`src/rtl/ptw_pkg.sv`:
```
// ptw_pkg -- shared types and constants for the page-table-walk arbiter.
//   state_t  : arbiter FSM encoding (DRAIN exists only with PTW_TIMEOUT_EN)
//   req_id_t : requester identifiers (ITLB = 0, DTLB = 1)
//   DEFAULT_TIMEOUT_CYCLES : default response timeout in clock cycles
// Configuration macro: PTW_TIMEOUT_EN (adds the DRAIN state).
package ptw_pkg;

`ifdef PTW_TIMEOUT_EN
    typedef enum logic [1:0] {
        IDLE  = 2'd0,
        ISSUE = 2'd1,
        WAIT  = 2'd2,
        DRAIN = 2'd3
    } state_t;
`else
    typedef enum logic [1:0] {
        IDLE  = 2'd0,
        ISSUE = 2'd1,
        WAIT  = 2'd2
    } state_t;
`endif

    typedef enum logic {
        REQ_I = 1'b0,
        REQ_D = 1'b1
    } req_id_t;

    localparam int DEFAULT_TIMEOUT_CYCLES = 1024;

endpackage

```
`src/rtl/ptw_req_slot.sv`:
```
// ptw_req_slot -- one pending-request slot (valid bit + captured address).
// Ports:
//   clk, rst_n  : clock, asynchronous active-low reset
//   req_valid   : request pulse; sets the slot and captures req_addr
//   req_addr    : PTE address accompanying the pulse
//   flush       : clears the slot; a coincident request pulse is discarded
//   grant       : arbiter took the slot this cycle; clears it
//   pending     : slot holds an un-issued request
//   addr        : captured address
module ptw_req_slot
    import ptw_pkg::*;
#(
    parameter int ADDR_WIDTH = 64
) (
    input  logic                  clk,
    input  logic                  rst_n,
    input  logic                  req_valid,
    input  logic [ADDR_WIDTH-1:0] req_addr,
    input  logic                  flush,
    input  logic                  grant,
    output logic                  pending,
    output logic [ADDR_WIDTH-1:0] addr
);

    logic                  pending_reg;
    logic [ADDR_WIDTH-1:0] addr_reg;

    // A new pulse wins over a same-cycle grant: the grant consumes the old
    // address, and the new request stays pending behind the in-flight one.
    always_ff @(posedge clk or negedge rst_n) begin
        if (!rst_n) begin
            pending_reg <= 1'b0;
            addr_reg    <= '0;
        end else if (flush) begin
            pending_reg <= 1'b0;
        end else if (req_valid) begin
            pending_reg <= 1'b1;
            addr_reg    <= req_addr;
        end else if (grant) begin
            pending_reg <= 1'b0;
        end
    end

    assign pending = pending_reg;
    assign addr    = addr_reg;

endmodule

```
`src/rtl/ptw_arbiter.sv`:
```
// ptw_arbiter -- arbitrates ITLB/DTLB page-table-walk reads onto one AXI master.
// Ports:
//   CLK, RSTN                 : clock, asynchronous active-low reset
//   I_REQ_VALID/I_REQ_ADDR    : ITLB request pulse and PTE address
//   I_RESP_VALID/I_ACCESS_FAULT : ITLB response pulse / timeout pulse
//   D_*                       : same set for the DTLB
//   RESP_DATA                 : M_DATA broadcast to both TLBs
//   M_ADDR_VALID/M_ADDR/M_ADDR_READY : address handshake to the AXI master
//   M_DATA_VALID/M_DATA       : PTE return from the AXI master
//   FLUSH                     : TLB flush (clears slots, drops in-flight reply)
//   BUSY                      : not IDLE or any slot pending
// Configuration macro: PTW_TIMEOUT_EN enables the response timeout and DRAIN.
module ptw_arbiter
    import ptw_pkg::*;
#(
    parameter int ADDR_WIDTH     = 64,
    parameter int DATA_WIDTH     = 64,
    parameter int TIMEOUT_CYCLES = DEFAULT_TIMEOUT_CYCLES
) (
    input  logic                  CLK,
    input  logic                  RSTN,
    input  logic                  I_REQ_VALID,
    input  logic [ADDR_WIDTH-1:0] I_REQ_ADDR,
    output logic                  I_RESP_VALID,
    output logic                  I_ACCESS_FAULT,
    input  logic                  D_REQ_VALID,
    input  logic [ADDR_WIDTH-1:0] D_REQ_ADDR,
    output logic                  D_RESP_VALID,
    output logic                  D_ACCESS_FAULT,
    output logic [DATA_WIDTH-1:0] RESP_DATA,
    output logic                  M_ADDR_VALID,
    output logic [ADDR_WIDTH-1:0] M_ADDR,
    input  logic                  M_ADDR_READY,
    input  logic                  M_DATA_VALID,
    input  logic [DATA_WIDTH-1:0] M_DATA,
    input  logic                  FLUSH,
    output logic                  BUSY
);

    state_t                state_reg, state_next;
    req_id_t               owner_reg, owner_next;
    req_id_t               prio_reg, prio_next;   // requester favoured on a tie
    logic                  drop_reg, drop_next;
    logic [ADDR_WIDTH-1:0] maddr_reg, maddr_next;
    req_id_t               grant_id;
    logic                  grant_i, grant_d;
    logic                  i_pend, d_pend;
    logic [ADDR_WIDTH-1:0] i_addr, d_addr;
    logic                  resp_fire, fault_fire;

    ptw_req_slot #(.ADDR_WIDTH(ADDR_WIDTH)) u_slot_i (
        .clk       (CLK),
        .rst_n     (RSTN),
        .req_valid (I_REQ_VALID),
        .req_addr  (I_REQ_ADDR),
        .flush     (FLUSH),
        .grant     (grant_i),
        .pending   (i_pend),
        .addr      (i_addr)
    );

    ptw_req_slot #(.ADDR_WIDTH(ADDR_WIDTH)) u_slot_d (
        .clk       (CLK),
        .rst_n     (RSTN),
        .req_valid (D_REQ_VALID),
        .req_addr  (D_REQ_ADDR),
        .flush     (FLUSH),
        .grant     (grant_d),
        .pending   (d_pend),
        .addr      (d_addr)
    );

`ifdef PTW_TIMEOUT_EN
    localparam int CNT_W = $clog2(TIMEOUT_CYCLES + 1);
    logic [CNT_W-1:0] cnt_reg, cnt_next;
`endif

    // The priority pointer holds the requester to favour next, i.e. the one
    // not granted last; resetting it to ITLB gives ITLB the first tie.
    always_comb begin
        state_next = state_reg;
        owner_next = owner_reg;
        prio_next  = prio_reg;
        drop_next  = drop_reg;
        maddr_next = maddr_reg;
        grant_i    = 1'b0;
        grant_d    = 1'b0;
        resp_fire  = 1'b0;
        fault_fire = 1'b0;
        grant_id   = (i_pend && d_pend) ? prio_reg : (i_pend ? REQ_I : REQ_D);
`ifdef PTW_TIMEOUT_EN
        cnt_next   = cnt_reg;
`endif
        case (state_reg)
            IDLE: begin
                drop_next = 1'b0;
                if (i_pend || d_pend) begin
                    state_next = ISSUE;
                    owner_next = grant_id;
                    maddr_next = (grant_id == REQ_I) ? i_addr : d_addr;
                    grant_i    = (grant_id == REQ_I);
                    grant_d    = (grant_id == REQ_D);
                end
            end
            ISSUE: begin
                if (FLUSH) drop_next = 1'b1;
                if (M_ADDR_READY) begin
                    state_next = WAIT;
`ifdef PTW_TIMEOUT_EN
                    cnt_next   = '0;
`endif
                end
            end
            WAIT: begin
                if (FLUSH) drop_next = 1'b1;
                if (M_DATA_VALID) begin
                    // A flush in the response cycle also suppresses forwarding.
                    resp_fire  = !drop_reg && !FLUSH;
                    state_next = IDLE;
                    prio_next  = (owner_reg == REQ_I) ? REQ_D : REQ_I;
                end
`ifdef PTW_TIMEOUT_EN
                else if (cnt_reg == CNT_W'(TIMEOUT_CYCLES - 1)) begin
                    // Last WAIT cycle of the budget: fault now, drain the reply.
                    fault_fire = !drop_reg && !FLUSH;
                    state_next = DRAIN;
                    prio_next  = (owner_reg == REQ_I) ? REQ_D : REQ_I;
                end else begin
                    cnt_next = cnt_reg + 1'b1;
                end
`endif
            end
`ifdef PTW_TIMEOUT_EN
            DRAIN: begin
                if (M_DATA_VALID) state_next = IDLE;
            end
`endif
            default: state_next = IDLE;
        endcase
    end

    always_ff @(posedge CLK or negedge RSTN) begin
        if (!RSTN) begin
            state_reg <= IDLE;
            owner_reg <= REQ_I;
            prio_reg  <= REQ_I;
            drop_reg  <= 1'b0;
            maddr_reg <= '0;
        end else begin
            state_reg <= state_next;
            owner_reg <= owner_next;
            prio_reg  <= prio_next;
            drop_reg  <= drop_next;
            maddr_reg <= maddr_next;
        end
    end

`ifdef PTW_TIMEOUT_EN
    always_ff @(posedge CLK or negedge RSTN) begin
        if (!RSTN) cnt_reg <= '0;
        else       cnt_reg <= cnt_next;
    end
    assign I_ACCESS_FAULT = fault_fire && (owner_reg == REQ_I);
    assign D_ACCESS_FAULT = fault_fire && (owner_reg == REQ_D);
`else
    assign I_ACCESS_FAULT = 1'b0;
    assign D_ACCESS_FAULT = 1'b0;
`endif

    assign I_RESP_VALID = resp_fire && (owner_reg == REQ_I);
    assign D_RESP_VALID = resp_fire && (owner_reg == REQ_D);
    assign RESP_DATA    = M_DATA;
    assign M_ADDR_VALID = (state_reg == ISSUE);
    assign M_ADDR       = maddr_reg;
    assign BUSY         = (state_reg != IDLE) || i_pend || d_pend;

endmodule

```
`config.mk`:
```
export PLATFORM = sky130hd
export DESIGN_NAME = ptw_arbiter
export DESIGN_NICKNAME = d
export VERILOG_FILES = /design/src/rtl/ptw_pkg.sv /design/src/rtl/ptw_req_slot.sv /design/src/rtl/ptw_arbiter.sv
export SDC_FILE = /design/constraint.sdc
export NUM_CORES = 1
export LEC_CHECK = 0
export ABC_AREA = 1
export CAP_MARGIN = 0
export CORE_AREA = 4 4 143 145
export DETAILED_ROUTE_END_ITERATION = 8
export DIE_AREA = 0 0 147 149
export GPL_ROUTABILITY_DRIVEN = 0
export PLACE_DENSITY = 0.84
export SLEW_MARGIN = 40
export SYNTH_ARGS = -nofsm -noshare
export SYNTH_HDL_FRONTEND = slang
export SYNTH_SLANG_ARGS = --single-unit
```
`constraint.sdc`:
```
create_clock -name CLK -period 3.43 [get_ports CLK]
set_input_delay 0.5145 -clock CLK [delete_from_list [all_inputs] [get_ports CLK]]
set_output_delay 0.5145 -clock CLK [all_outputs]
set_load 0.1 [all_outputs]
```
==> reports/summary.txt <==
Clock Skews = 8.95 ps
Kind of critical path = in2out
Skew-Pair Late Insertion Delay = 420 ps
Number of global-route vias before repair = 7426
Dominant cell type by area after synthesis = dfrtp_1
Worst vdd ir = 612 uV
Most used flip-flop cell after synthesis = dfrtp_1
Worst reg2reg path depth = 7
Slew Limit Fails = 0
Crit path max-delay family = buffers and inverters
Post-DP HPWL = 14700 um
Die Wd = 147 um
Detailed Route WL = 22400 um
EDFF count, synth = 0
Worst path arrival time = 1930 ps
Layout cell share with drive strength beyond 1 = 0.105
Drt first pass iters = 5
Setup tns final = 0 ps
Initial antenna violation count = 0
Max clock buf depth = 2
Drt drc = 0
Critical path fanouts, max = 25
Slowest stage delay, CP = 440 ps
Fin crit share = 0.714
Core ar. = 19200 um2
Largest net degree at the start of global routing = 94
Final Critical Period = 2450 ps
RSZ-0062 raised after global routing = no
Worst reg-to-reg setup slack = 1230 ps
Fraction of registers with async set or reset after synthesis = 1.00
Critical-path top delay cell = clkdlybuf4s50_1
Avg Inst Size Synth = 8.39 um2
# setup viols final = 0
Buffers on Ports = 202
Crit path launch type = input port
Vias per inst = 4.96
Cts bufs inserted = 17
Layout Utilization = 0.576
Maxcap violations = 0
Area delta synth->final = 22.3%
CTS tree = done
Seq/Total Area, Yosys = 0.550
Buf+Inv Stages, Crit Path = 3
Cells after synthesis = 1079
Worst reg2reg startpoint = state_reg[0]$_DFFE_PN0P_
Ports = 333
Critical path, cell by cell = clkdlybuf4s50_1 > inv_2 > nand2_1 > nor3_1 > buf_4
Yosys reg bits = 199
Distinct cells, synth = 19
Relative slew slack = 0.497
Top-area cell type share of the netlist area = 0.550
Post_cts resized = 0
GRT Total Usage = 0.206
Top-count cell post-synth = nand2_1
Leakage power = 5.68 nW
Terminus of the critical flop-to-flop path = M_ADDR[6]$_DFFE_PN0P_
Via count = 7265
Clock Tree Root = clkbuf_16
CP Capture Type = output pin
Worst Hold Depth = 2
Leading cell types by count after synthesis = 254 x nand2_1, 199 x dfrtp_1, 131 x nand3_1
Design area = 11100 um2
Detailed Route Iter0 Violations = 348
Worst Hold Class = reg2reg
Top post-synthesis cells by area = dfrtp_1 55%, nand2_1 11%, nand3_1 7.2%
Die area = 21900 um2
CTS clk-pin slew, worst paths = 70 ps
Diodes inserted = 0
Critical path data required time = 2920 ps
Power Density = 948 nW/um2
Power Total = 10.5 mW
Final ANT Viol Nets = 0
Nets = 1390
Sink Count = 199
First-pass GRT wire length = 36700 um
Global route overflow = 0
Min-Delay Endpoint = u_slot_i.addr[15]$_DFFE_PN0P_
H-tree Lvls = 4
Starting Density = 0.471
Post-place instance area = 10400 um2
Synth Warn # = 0
Mapped Area = 9050 um2
Drt wl/cell = 15.3 um
Max Freq = 408 MHz
Outcome = complete, no violations
Worst Tran Pin Value = 753 ps
Final hold vios = 0
Min-delay src = u_slot_i.addr[15]$_DFFE_PN0P_
FP Rows = 51
Die Ht = 149 um
-- through the flow --
stage,setup slack (ps),instances,hold slack [ps]
3_5_place_dp,942,1432,452
4_1_cts,993,1464,180
6_report,981,1466,466
5_1_grt,847,1466,502
2_1_floorplan,162,1080,219
3_3_place_gp,999,1432,447
-- cell type report --
type,instances,area (um2)
fillers,1716,8140
clock buffers,18,439
flip-flops and latches,199,4980
well taps,265,332
inverters,117,439
clock inverters,14,160
multi-input cells,635,2830
repair buffers,218,1890
-- placed cells by master, fill, tap and decap left out, types with 14 or more instances in the layout --
cell / Yosys / routed
a21oi_1: 107 / 107
nand2_1: 254 / 251
clkdlybuf4s50_1: 0 / 133
nand3b_1: 21 / 21
buf_2: 40 / 64
nand3_1: 131 / 131
inv_1: 114 / 114
nor2_1: 109 / 109
buf_4: 78 / 14
clkbuf_16: 0 / 17
dfrtp_1: 199 / 198
-- cell families after synthesis --
kind of cell | after synthesis | synth area share
other | 1 | 0.000414
buffers and inverters | 246 | 0.140
DFF | 199 | 0.550
and+or+nand+nor | 521 | 0.245
adders and majority gates | 3 | 0.00415
AOI/OAI and AO/OA | 109 | 0.0603
-- power breakdown --
part,total [mW],internal (mW),switching [mW]
sequential,3.26,2.96,0.299
combinational,5.21,0.943,4.26
clock,2.03,1.11,0.917
-- worst register-to-register path: stages, from the launching register on --
cell,delay [ps]
dfrtp_1,410
inv_1,90
ha_1,270
inv_2,70
nor2_4,600
buf_4,470
nand3_1,150
nand2_1,80
-- timing repair --
action | 4_1_cts | 5_1_grt
endpoints found under the setup margin | 0 | 0
setup buffers | 0 | 0
hold buffers | 0 | 1
endpoints found under the hold margin | 0 | 26
-- layer usage --
metal	global-route usage	vias to the layer above	wire length [um]
li1	-	3510	-
met1	0.274	3469	9780
met2	0.337	262	10700
met3	0.0544	24	1610
met4	0.0582	0	273
met5	0	-	0
-- worst max path at each step --
stage	start	to	slack [ps]	cells past startpoint
final	FLUSH	D_RESP_VALID	980	5
after global routing	FLUSH	D_RESP_VALID	850	5
after CTS	FLUSH	D_RESP_VALID	990	5
after detailed placement	FLUSH	u_slot_d.addr[8]$_DFFE_PN0P_	940	6
after global placement	FLUSH	D_RESP_VALID	1000	5
after floorplan	state_reg[0]$_DFFE_PN0P_	D_RESP_VALID	160	4
Note: power is estimated with default switching activity, not from simulation.
